===== config.mk =====
export PLATFORM = sky130hd
export DESIGN_NAME = fetch_unit
export DESIGN_NICKNAME = d
export VERILOG_FILES = /design/src/rtl/fetch_pkg.sv /design/src/rtl/fetch_inst_counter.sv /design/src/rtl/fetch_unit.sv
export SDC_FILE = /design/constraint.sdc
export NUM_CORES = 1
export LEC_CHECK = 0
export BUFFER_PORTS_ARGS = -buffer_cell sky130_fd_sc_hd__buf_2
export CAP_MARGIN = 15
export CORE_UTILIZATION = 50
export DETAILED_ROUTE_END_ITERATION = 16
export MAX_ROUTING_LAYER = met4
export PLACE_DENSITY = 0.83
export REMOVE_ABC_BUFFERS = 1
export SYNTH_ARGS = -nofsm -noshare
export SYNTH_HDL_FRONTEND = slang
export SYNTH_SLANG_ARGS = --single-unit

===== constraint.sdc =====
create_clock -name Clk -period 3.7 [get_ports Clk]
set_clock_uncertainty 0.2 [all_clocks]
set_input_delay 0.37 -clock Clk [delete_from_list [all_inputs] [get_ports Clk]]
set_output_delay 0.37 -clock Clk [all_outputs]
set_load 0.05 [all_outputs]

===== src/rtl/fetch_pkg.sv =====
// Shared definitions for the fetch/sequencing stage: FSM state encoding,
// default PC width, and the halt opcode shared with the decoder.
package fetch_pkg;

  typedef enum logic [1:0] {
    FETCH_IDLE = 2'd0,
    FETCH_RUN  = 2'd1,
    FETCH_DONE = 2'd2
  } fetch_state_e;

  localparam int         PC_W_DEFAULT = 10;
  localparam logic [3:0] HALT_OPCODE  = 4'b1111;

endpackage


===== src/rtl/fetch_inst_counter.sv =====
// Saturating 16-bit retired-instruction counter. Only instantiated when
// FETCH_INST_COUNT_EN is defined.
module fetch_inst_counter (
  input  logic        clk,
  input  logic        reset,
  input  logic        clear,
  input  logic        inc,
  output logic [15:0] count
);

  always_ff @(posedge clk) begin
    if (reset || clear) begin
      count <= '0;
    end else if (inc && (count != 16'hFFFF)) begin
      count <= count + 16'd1;
    end
  end

endmodule


===== src/rtl/fetch_unit.sv =====
// Program counter and run/done sequencing downstream of the ALU.
// Optional retired-instruction counter enabled by FETCH_INST_COUNT_EN.
//
// state | meaning
// IDLE  | after reset, PC holds, waiting for Start
// RUN   | fetching; PC advances or branches each non-stalled cycle
// DONE  | halt retired, PC parked on the halt instruction until Start
module fetch_unit
  import fetch_pkg::*;
#(
  parameter int              PC_W       = PC_W_DEFAULT,
  parameter logic [PC_W-1:0] START_ADDR = '0
) (
  input  logic            Clk,
  input  logic            Reset,
  input  logic            Start,
  input  logic            Stall,
  input  logic            Branch,
  input  logic [7:0]      Target,
  input  logic            Halt,
  output logic [PC_W-1:0] PC,
  output logic            Running,
  output logic            Done
`ifdef FETCH_INST_COUNT_EN
  ,
  output logic [15:0]     InstCount
`endif
);

  localparam logic [1:0] ST_IDLE = FETCH_IDLE;
  localparam logic [1:0] ST_RUN  = FETCH_RUN;
  localparam logic [1:0] ST_DONE = FETCH_DONE;

  logic [1:0]      state;
  logic [PC_W-1:0] offset;

  // Target is a signed byte; widen to PC_W so the add wraps modulo 2^PC_W.
  assign offset = PC_W'(signed'(Target));

  always_ff @(posedge Clk) begin
    if (Reset) begin
      state <= ST_IDLE;
      PC    <= '0;
    end else begin
      case (state)
        ST_IDLE, ST_DONE: begin
          if (Start) begin
            state <= ST_RUN;
            PC    <= START_ADDR;
          end
        end
        ST_RUN: begin
          if (!Stall) begin
            if (Halt) begin
              state <= ST_DONE;
            end else if (Branch) begin
              PC <= PC + offset;
            end else begin
              PC <= PC + PC_W'(1);
            end
          end
        end
        default: state <= ST_IDLE;
      endcase
    end
  end

  // Pure decode of the state flop, so no input reaches these outputs combinationally.
  assign Running = (state == ST_RUN);
  assign Done    = (state == ST_DONE);

`ifdef FETCH_INST_COUNT_EN
  fetch_inst_counter u_inst_counter (
    .clk   (Clk),
    .reset (Reset),
    .clear (Start && (state != ST_RUN)),
    .inc   ((state == ST_RUN) && !Stall),
    .count (InstCount)
  );
`endif

endmodule

==> impl_metrics.tcl, run 1 <==
set metrics [dict create \
    switchingPower_mw 0.0848 \
    maxSlewViolCount 0 \
    synthAdderAreaFrac_pct 15.1 \
    ys_seq_area_share_pct 27.4 \
    cts_resized 0 \
    dp_hpwl_um 1490 \
    gp_congestion 0.802 \
    hold_viol 0 \
    synth_seq_cells 12 \
    yosys.area_share.xor_xnor_pct 5.98 \
    gr-total-overflow 0 \
    p_leak_nw 0.517 \
    arrival_ns 2.17 \
    fmax_mhz 456 \
    antenna_found_initial 0 \
    start_util_pct 55.7 \
    muxShareOfSynthArea_pct 1.14 \
    synth.avg_cell_area_sq_um 8.37 \
    setup_viol_count_final 0 \
    ctsHoldBuffers 0 \
    nets 158 \
    cts_setup_buffers 0 \
    period_needed_ns 2.19 \
    hold_path.class "input port to register" \
    slowest_delay_ns 0.38 \
    fin_hold_ws_ns 0.181 \
    status "complete, no violations" \
    relSlewSlack_pct 56.1 \
    die_x_um 43.9 \
    numPortBuffers 25 \
    timing.final.crit_share_pct 59.3 \
    drc 0 \
    clockRootBuffer "clkbuf_4" \
    die_height_um 43.9 \
    clk-insertion-delay-late_ns 0.27 \
    yosysWarnings 0 \
    r2r-start "PC[0]" \
    synth_top_family_by_area "simple AND/OR/NAND/NOR gates" \
    fillerInstances 153 \
    drtIter0Drc 19 \
    cts_tree "done" \
    worstPathCellList "ha_1, inv_1, fa_1, nor2b_1, o31a_1, o2111ai_1, nand2_1, xor2_1, a22o_1" \
    path_max_fanout 3 \
    drt_pass1_iterations 7 \
    comb_power_share_pct 22.6 \
    worst_hold_startpoint "Reset" \
    grt_max_degree 11 \
    cts_inserted_buffers 3 \
    async_reset_ff_share_pct 0 \
    n_antenna_cell 0 \
    cap_violations 0 \
    synth_area_leaders "dfxtp_1, ha_1, and2_1, nor2_1, a21oi_1" \
    tightest_slew_ns 0.653 \
    ys_types 34 \
    cts.sinks 12 \
    via_count 849 \
    cp.required_ns 3.67 \
    p_per_area_nw_per_um2 267 \
    rows 14 \
    totalWireLength_um 1890 \
    syn_area_sq_um 878 \
    clkTransAtPathRegs_ns 0.08 \
    p_int_mw 0.193 \
    critPathLaunchType "register" \
    drive_gt1_share_pct 24.2 \
    grtUsageTotal_pct 22.7 \
    p_seq_share_pct 48.4 \
    finish.utilization_pct 66.1 \
    tns_ns 0 \
    dieArea_sq_um 1930 \
    synth_top_area_share_pct 27.4 \
    synth-edff-count 0 \
    grt_pass1_wl_um 3140 \
    htreeDepth 1 \
    synthToLayoutAreaGrowth_pct 18.7 \
    synth_top_area_cell "dfxtp_1" \
    grt_pass1_vias 752 \
    startpoint "PC[0]" \
    fin_cells 148 \
    clock_path_buffers 2 \
    rsz0062_at_grt "false" \
    vdd_drop_max_v 0.000235 \
    power_frac_clock_pct 28.9 \
    p_sw_share_pct 30.5 \
    core-area_sq_um 1580 \
    critPathCaptureType "register" \
    synthCells 105 \
    vias_per_cell 5.74 \
    ys.flop_type "dfxtp_1" \
    place_inst 145 \
    postRouteAntennaNets 0 \
    wl_per_cell_um 12.8 \
    cpMaxStageDelayCell "dfxtp_1" \
    synth-compound-area-share_pct 22.6 \
    synthSimpleGateAreaFrac_pct 25.2 \
    ioPinCount 26 \
    criticalPathCategory "register to register" \
]
==> per-stage QoR <==
stage          setup WS, ns  area, sq um  total power [mW]
3_5_place_dp           1.25         1020             0.200
2_1_floorplan          1.30          875             0.181
4_1_cts                1.50         1040             0.279
3_3_place_gp           1.29         1020             0.199
5_1_grt                1.34         1040             0.294
6_report               1.51         1040             0.278
==> critical path, delay by kind of cell, from the launching register on <==
kind,cells,cell delay (ns)
adders and majority gates,2,0.60
and+or+nand+nor,2,0.30
DFF,1,0.38
buffers and inverters,1,0.07
xor gates and xnor gates,1,0.06
AOI/OAI and AO/OA,3,0.50
==> kinds of logic after synthesis <==
logic type,Yosys count
buffers and inverters,6
xor gates and xnor gates,6
and+or+nand+nor,42
muxes,1
DFF,12
AOI/OAI and AO/OA,28
adders and majority gates,10
==> cell type report <==
| type | instances | area [sq um] | share of cell area (%) |
|---|---|---|---|
| inverter | 5 | 18.8 | 1.80 |
| sequential | 12 | 240 | 23.0 |
| tap | 16 | 20.0 | 1.92 |
| clock buffer | 3 | 22.5 | 2.16 |
| multi-input combinational | 87 | 616 | 59.1 |
| timing repair buffer | 25 | 125 | 12.0 |
==> flip-flops by register name (all words and copies together), names as in the netlist <==
signal  count
PC         10
state       2
==> power groups by stage <==
| stage | logic, mW | clock network, mW | registers [mW] |
|---|---|---|---|
| floorplan | 0.0371 | 0 | 0.144 |
| global placement | 0.0614 | 0 | 0.137 |
| detailed placement | 0.0625 | 0 | 0.138 |
| CTS | 0.0629 | 0.0814 | 0.135 |
| global route | 0.0699 | 0.0887 | 0.135 |
| finish | 0.0629 | 0.0803 | 0.135 |
==> cells in the final DEF (no fill, tap or decap) <==
master / Yosys / layout
a21oi_1: 7 / 7
o21bai_1: 1 / 1
mux2i_1: 1 / 1
clkbuf_4: 0 / 3
nor3_1: 3 / 3
fa_1: 1 / 1
o211ai_1: 1 / 1
nor2_1: 10 / 10
nand2_1: 8 / 8
inv_1: 4 / 4
nor2b_1: 5 / 5
ha_1: 9 / 9
o2bb2ai_1: 1 / 1
and4_1: 1 / 1
nand2b_1: 5 / 5
o21ai_1: 5 / 5
a21o_1: 3 / 3
a211oi_4: 1 / 1
inv_2: 1 / 1
nor3b_1: 1 / 1
a22oi_1: 2 / 2
o31a_1: 1 / 1
xor2_1: 2 / 2
o2111ai_1: 1 / 1
dfxtp_1: 12 / 12
buf_2: 0 / 25
nor4_1: 2 / 2
a31oi_1: 1 / 1
a211oi_2: 1 / 1
a22o_1: 1 / 1
o21a_1: 1 / 1
xnor2_1: 4 / 4
o21ai_0: 1 / 1
and2_1: 6 / 6
nor3_2: 1 / 1
==> final timing paths <==
| kind | to | slack (ns) | depth (start not counted) |
|---|---|---|---|
| min | state[1] | 0.18 | 2 |
| max reg2reg | PC[8] | 1.51 | 9 |
| max | PC[8] | 1.51 | 9 |
| min reg2reg | PC[5] | 0.27 | 2 |
==> metal layers <==
metal	GRT usage [%]	routed length (um)	part of all wire [%]
met2	37.0	850	45
met4	5.45	19	1.0
met5	-	0	0
met3	5.00	122	6.5
met1	28.6	899	48
==> synthesized netlist by cell type, types with 2 or more instances <==
| library cell | number |
|---|---|
| a21o_1 | 3 |
| a21oi_1 | 7 |
| a22oi_1 | 2 |
| and2_1 | 6 |
| dfxtp_1 | 12 |
| ha_1 | 9 |
| inv_1 | 4 |
| nand2_1 | 8 |
| nand2b_1 | 5 |
| nor2_1 | 10 |
| nor2b_1 | 5 |
| nor3_1 | 3 |
| nor4_1 | 2 |
| o21ai_1 | 5 |
| xnor2_1 | 4 |
| xor2_1 | 2 |
Note: power is estimated with default switching activity, not from simulation.
==> run 2, diff against run 1 <==
--- a/config.mk
+++ b/config.mk
@@ -5,12 +5,13 @@
 export SDC_FILE = /design/constraint.sdc
 export NUM_CORES = 1
 export LEC_CHECK = 0
+export ABC_AREA = 1
 export BUFFER_PORTS_ARGS = -buffer_cell sky130_fd_sc_hd__buf_2
 export CAP_MARGIN = 15
-export CORE_UTILIZATION = 50
+export CORE_UTILIZATION = 47
 export DETAILED_ROUTE_END_ITERATION = 16
 export MAX_ROUTING_LAYER = met4
-export PLACE_DENSITY = 0.83
+export PLACE_DENSITY = 0.79
 export REMOVE_ABC_BUFFERS = 1
 export SYNTH_ARGS = -nofsm -noshare
 export SYNTH_HDL_FRONTEND = slang
==> constraint.sdc (replaced) <==
create_clock -name Clk -period 1.8 [get_ports Clk]
set_clock_uncertainty 0.2 [all_clocks]
set_input_delay 0.18 -clock Clk [delete_from_list [all_inputs] [get_ports Clk]]
set_output_delay 0.18 -clock Clk [all_outputs]
set_load 0.05 [all_outputs]
==> run 2 against run 1 <==
Net effect:
- global-route usage down 0.39 points
- sequential share of layout area is 5.7 points lower
- via count up 35%
- wire length grew 41%
- critical path depth unchanged
- setup slack worse by 1.6 ns
- largest cell class unchanged
- the run now ends with negative setup slack left
==> impl_metrics.tcl, run 2 <==
set metrics [dict create \
    drc 0 \
    synth_seq_cells 12 \
    n_antenna_cell 0 \
    clkTransAtPathRegs_ns 0.09 \
    register_area_sq_um 244 \
    mostFrequentLayoutCell "nand2_1" \
    setup_viol_count_final 2 \
    synth_top_area_share_pct 22.6 \
    synth-edff-count 0 \
    ioPinCount 26 \
    vias_per_cell 5.20 \
    drive_gt1_share_pct 42.0 \
    cts.sinks 12 \
    drt_pass1_iterations 4 \
    async_reset_ff_share_pct 0 \
    timing.final.ws_setup_ns -0.0680 \
    status "finished with violations" \
    synthCells 154 \
    relSlewSlack_pct 75.8 \
    synth_area_leaders "dfxtp_1, nand2_1, ha_1, nand3_1, inv_1" \
    wl_per_cell_um 12.1 \
    final_cell_mix "nand2_1, buf_2, inv_1, nand3_1, buf_4" \
    synth.most_common_cell "nand2_1" \
    antenna_found_initial 0 \
    htreeDepth 1 \
    hold_viol 0 \
    dieArea_sq_um 2460 \
    critPathLaunchType "register" \
    grt_pass1_vias 1040 \
    largest_reg_flops 10 \
    arrival_ns 1.83 \
    synthToLayoutAreaGrowth_pct 31.8 \
    p_leak_nw 0.737 \
    ctsHoldBuffers 0 \
    yosysWarnings 0 \
    hold_path.class "input port to register" \
    period_needed_ns 1.87 \
    path_max_fanout 3 \
    cpMaxStageDelayCell "ha_1" \
    core-area_sq_um 2040 \
    p_per_area_nw_per_um2 563 \
    ys.flop_type "dfxtp_1" \
    crit_path_frequent_cell "nand2_1" \
    maxSlewViolCount 0 \
    via_count 1143 \
    grt_max_degree 13 \
    die_height_um 49.6 \
    postRouteAntennaNets 0 \
    rows 16 \
    dp_hpwl_um 1960 \
    ys_types 27 \
    multiInputGateArea_sq_um 778 \
    top_register "PC" \
    synth_top_area_cell "dfxtp_1" \
    gp_congestion 0.895 \
    criticalPathCategory "register to register" \
    synth.avg_cell_area_sq_um 6.91 \
    die_x_um 49.6 \
    fmax_mhz 535 \
    grtUsageTotal_pct 22.3 \
    fillerInstances 175 \
    cap_violations 0 \
    drtIter0Drc 24 \
    slowest_delay_ns 0.39 \
    tightest_slew_ns 0.362 \
    grt_pass1_wl_um 4170 \
    fin_cells 220 \
    place_inst 214 \
    numPortBuffers 25 \
    rsz0062_at_grt "true" \
    clk-insertion-delay-late_ns 0.28 \
    synthTopCellsByCount "nand2_1, inv_1, nand3_1" \
    cts_tree "done" \
    clockRootBuffer "clkbuf_4" \
    top_regs "PC x10, state x2" \
    nets 218 \
    violations "negative setup slack" \
    timing.final.crit_share_pct 104 \
    vdd_drop_max_v 0.000444 \
    cts_inserted_buffers 3 \
    gr-total-overflow 0 \
    totalWireLength_um 2670 \
    start_util_pct 52.1 \
    worstPathCellList "ha_1, buf_4, inv_1, nor3_1, nand2_2, nand2_1, nand2_1, nand3_1, a21oi_2" \
    finish.utilization_pct 68.8 \
    syn_area_sq_um 1060 \
    critPathCaptureType "register" \
    cp.required_ns 1.77 \
    clock_path_buffers 2 \
    ys_seq_area_share_pct 22.6 \
]
run 2: what timing repair did:
item | in CTS | in global routing
pin swaps | 3 | 2
resized for setup | 7 | 10
buffers inserted | 0 | 2
setup endpoints to repair | 3 | 6
run 2: worst max-delay path, delay by kind of cell (launching register included):
family                     cells  cell delay, ns
AOI/OAI and AO/OA              1            0.05
and+or+nand+nor                5            0.56
buffers and inverters          2            0.20
adders and majority gates      1            0.39
DFF                            1            0.34
run 2: layout make-up:
class	instances	share of cell area, %
multi-input cells	116	55.4
clock buffers	4	2.58
well taps	27	2.41
flip-flops and latches	12	17.4
repair buffers	38	15.9
inverters	23	6.33
run 2: logic make-up after synthesis:
family	after synthesis	share of synthesized area, %
simple gates	86	40.1
buf+inv	26	11.0
compound gates	18	12.2
flops	12	22.6
fa+ha+maj	10	12.5
xor+xnor	2	1.65
run 2: power by group:
group / total [mW] / internal (mW) / leakage (nW) / switching (mW)
Sequential: 0.288 / 0.277 / 0.0982 / 0.0107
Clock: 0.226 / 0.123 / 0.0210 / 0.103
Combinational: 0.277 / 0.100 / 0.618 / 0.176
Total: 0.791 / 0.501 / 0.737 / 0.290
run 2: metrics by stage:
step / setup TNS, ns / setup WS, ns / hold slack (ns) / cell area (sq um) / power, mW
2_1_floorplan: -1.90 / -0.425 / 0.0424 / 1040 / 0.465
3_3_place_gp: -0.235 / -0.0875 / 0.268 / 1280 / 0.545
3_5_place_dp: -0.523 / -0.187 / 0.280 / 1280 / 0.549
4_1_cts: -0.0442 / -0.0275 / 0.00283 / 1340 / 0.783
5_1_grt: -0.369 / -0.140 / 0.00817 / 1400 / 0.835
6_report: -0.0930 / -0.0680 / 0.00684 / 1400 / 0.791
run 2: per-layer routing:
layer  vias up  global-route usage [%]  wire length, um
met5         -                       -                0
met4         0                    8.10               49
met3        10                    3.70              151
met2        43                    38.3             1310
met1       520                    25.9             1160
li1        570                       -                -
run 2: final timing paths:
check | start | to | slack, ns | cells after the start
setup / recovery | PC[4] | PC[8] | -0.07 | 9
hold / removal | Halt | state[1] | 0.007 | 3
setup reg to reg | PC[4] | PC[8] | -0.07 | 9
hold reg to reg | PC[7] | PC[7] | 0.29 | 2
==> run 3, diff against run 2 <==
--- a/config.mk
+++ b/config.mk
@@ -8,11 +8,13 @@
 export ABC_AREA = 1
 export BUFFER_PORTS_ARGS = -buffer_cell sky130_fd_sc_hd__buf_2
 export CAP_MARGIN = 15
+export CORE_MARGIN = 5
 export CORE_UTILIZATION = 47
 export DETAILED_ROUTE_END_ITERATION = 16
 export MAX_ROUTING_LAYER = met4
-export PLACE_DENSITY = 0.79
+export PLACE_DENSITY = 0.74
 export REMOVE_ABC_BUFFERS = 1
+export SETUP_SLACK_MARGIN = 0.1
 export SYNTH_ARGS = -nofsm -noshare
 export SYNTH_HDL_FRONTEND = slang
 export SYNTH_SLANG_ARGS = --single-unit
==> run 3 against run 2 <==
Net effect:
- the flow still finishes with violations (negative setup slack)
- clock power fell by 23%
- register-to-register slack improved by 0.05 ns
- cell area rose by 3.8%
- critical path type unchanged
==> impl_metrics.tcl, run 3 (synthesized netlist as in run 2, its figures left out) <==
set metrics [dict create \
    reg2reg_depth 9 \
    r2r-start "PC[0]" \
    rows 17 \
    switchingPower_mw 0.286 \
    gr-total-overflow 0 \
    worstPathCellList "ha_4, inv_2, fa_2, nand3b_1, nand2_2, nand3_2, nand3b_1, nand3_2, a21oi_2" \
    cp.required_ns 1.81 \
    fmax_mhz 550 \
    clock_path_buffers 2 \
    clkTransAtPathRegs_ns 0.09 \
    critPathBufInv 1 \
    arrival_ns 1.82 \
    grtUsageTotal_pct 16.9 \
    clockRootBuffer "clkbuf_4" \
    dieArea_sq_um 3320 \
    critPathCaptureType "register" \
    die_x_um 57.6 \
    p_sw_share_pct 38.1 \
    n_antenna_cell 0 \
    grt_max_degree 13 \
    r2r_slack_ns -0.02 \
    nets 218 \
    placed_area_sq_um 1280 \
    tightest_slew_ns 0.359 \
    die_height_um 57.6 \
    status "finished with violations" \
    core-area_sq_um 2190 \
    drive_gt1_share_pct 47.4 \
    criticalPathCategory "register to register" \
    totalWireLength_um 2730 \
    mostFrequentLayoutCell "nand2_1" \
    cts_tree "done" \
    critPathLaunchType "register" \
    p_total_mw 0.750 \
    drtIter0Drc 26 \
    largest_reg_flops 10 \
    vias_per_cell 5.05 \
    ioPinCount 26 \
    power_frac_clock_pct 23.0 \
    r2r-end "PC[6]" \
    relSlewSlack_pct 76.0 \
    gp_congestion 0.838 \
    dp_hpwl_um 1920 \
    antenna_found_initial 0 \
    final_cell_mix "nand2_1, buf_2, inv_1" \
    rsz0062_at_grt "true" \
    via_count 1110 \
    whs_path_depth 3 \
    drc 0 \
    clk-insertion-delay-late_ns 0.27 \
    wl_per_cell_um 12.4 \
    top_regs "PC x10, state x2" \
    postRouteAntennaNets 0 \
    timing.final.crit_share_pct 101 \
    grt_pass1_vias 1041 \
    numPortBuffers 25 \
    timing.final.ws_setup_ns -0.0171 \
    path_max_fanout 3 \
    hold_path.class "input port to register" \
    violations "negative setup slack" \
    cts_inserted_buffers 3 \
    vdd_drop_max_v 0.000396 \
    hold_viol 0 \
    maxSlewViolCount 0 \
    setup_viol_count_final 2 \
    start_util_pct 48.6 \
    drt_pass1_iterations 4 \
    worst_hold_startpoint "Halt" \
    min_to "state[1]" \
    period_needed_ns 1.82 \
    slowest_delay_ns 0.36 \
    comb_power_share_pct 38.4 \
    p_int_mw 0.465 \
    synthToLayoutAreaGrowth_pct 36.9 \
    cts.sinks 12 \
    final_area_sq_um 1460 \
    p_per_area_nw_per_um2 515 \
    top_register "PC" \
    cpMaxStageDelayCell "dfxtp_2" \
    critPathTopFamily "simple AND/OR/NAND/NOR gates" \
    cap_violations 0 \
    tns_ns -0.0181 \
    p_seq_share_pct 38.6 \
    htreeDepth 1 \
    p_leak_nw 0.730 \
    fillerInstances 195 \
    grt_pass1_wl_um 4370 \
]
[run 3: how the worst max path moves through the flow]
| stage | slack (ns) | endpoint | start | cells past startpoint |
|---|---|---|---|---|
| 2_1_floorplan | -0.43 | PC[6] | PC[0] | 9 |
| 3_3_place_gp | -0.1 | PC[6] | Branch | 12 |
| 3_5_place_dp | -0.17 | PC[6] | Branch | 11 |
| 4_1_cts | -0.03 | PC[6] | PC[0] | 9 |
| 5_1_grt | -0.10 | PC[6] | PC[0] | 9 |
| 6_report | -0.02 | PC[6] | PC[0] | 9 |
[run 3: area by class of cell]
cell class | count | area (sq um) | area share (%)
clock buffer | 3 | 22.5 | 1.55
inverter | 23 | 88.8 | 6.09
multi-input combinational | 116 | 840 | 57.6
sequential | 12 | 249 | 17.1
tap | 28 | 35.0 | 2.40
timing repair buffer | 38 | 223 | 15.3
[run 3: through the flow]
stage / cells / hold WS, ns / worst slack, ns / utilization (%)
5_1_grt: 220 / 0.00891 / -0.104 / 66.5
2_1_floorplan: 151 / 0.0424 / -0.425 / -
4_1_cts: 219 / 0.0122 / -0.0316 / 61.7
3_3_place_gp: 215 / 0.269 / -0.0994 / 58.4
6_report: 220 / 0.00533 / -0.0171 / 66.5
3_5_place_dp: 215 / 0.284 / -0.168 / 58.4
[run 3: repair_timing]
action                                  4_1_cts  5_1_grt
endpoints found under the setup margin        7        8
hold buffers                                  0        0
buffers inserted                              1        1
resized for setup                            10       18
pin swaps                                     7        6
[run 3: power groups by stage]
stage	Combinational (mW)	Sequential [mW]	Clock (mW)
after floorplan	0.146	0.319	0
after global placement	0.254	0.292	0
after detailed placement	0.257	0.294	0
after CTS	0.268	0.289	0.175
after global routing	0.310	0.292	0.193
final	0.288	0.290	0.173
[run 3: layer usage]
metal | track usage, % | vias up | routed length, um
met5 | - | - | 0
met2 | 26.9 | 31 | 1300
met4 | 4.97 | 0 | 42
li1 | - | 572 | -
met1 | 22.1 | 501 | 1230
met3 | 2.26 | 6 | 164
[run 3: tightest hold or removal path, delay by kind of cell]
kind,cells,cell delay (ns)
and+or+nand+nor,1,0.06
AOI/OAI and AO/OA,1,0.06
buffers and inverters,1,0.13
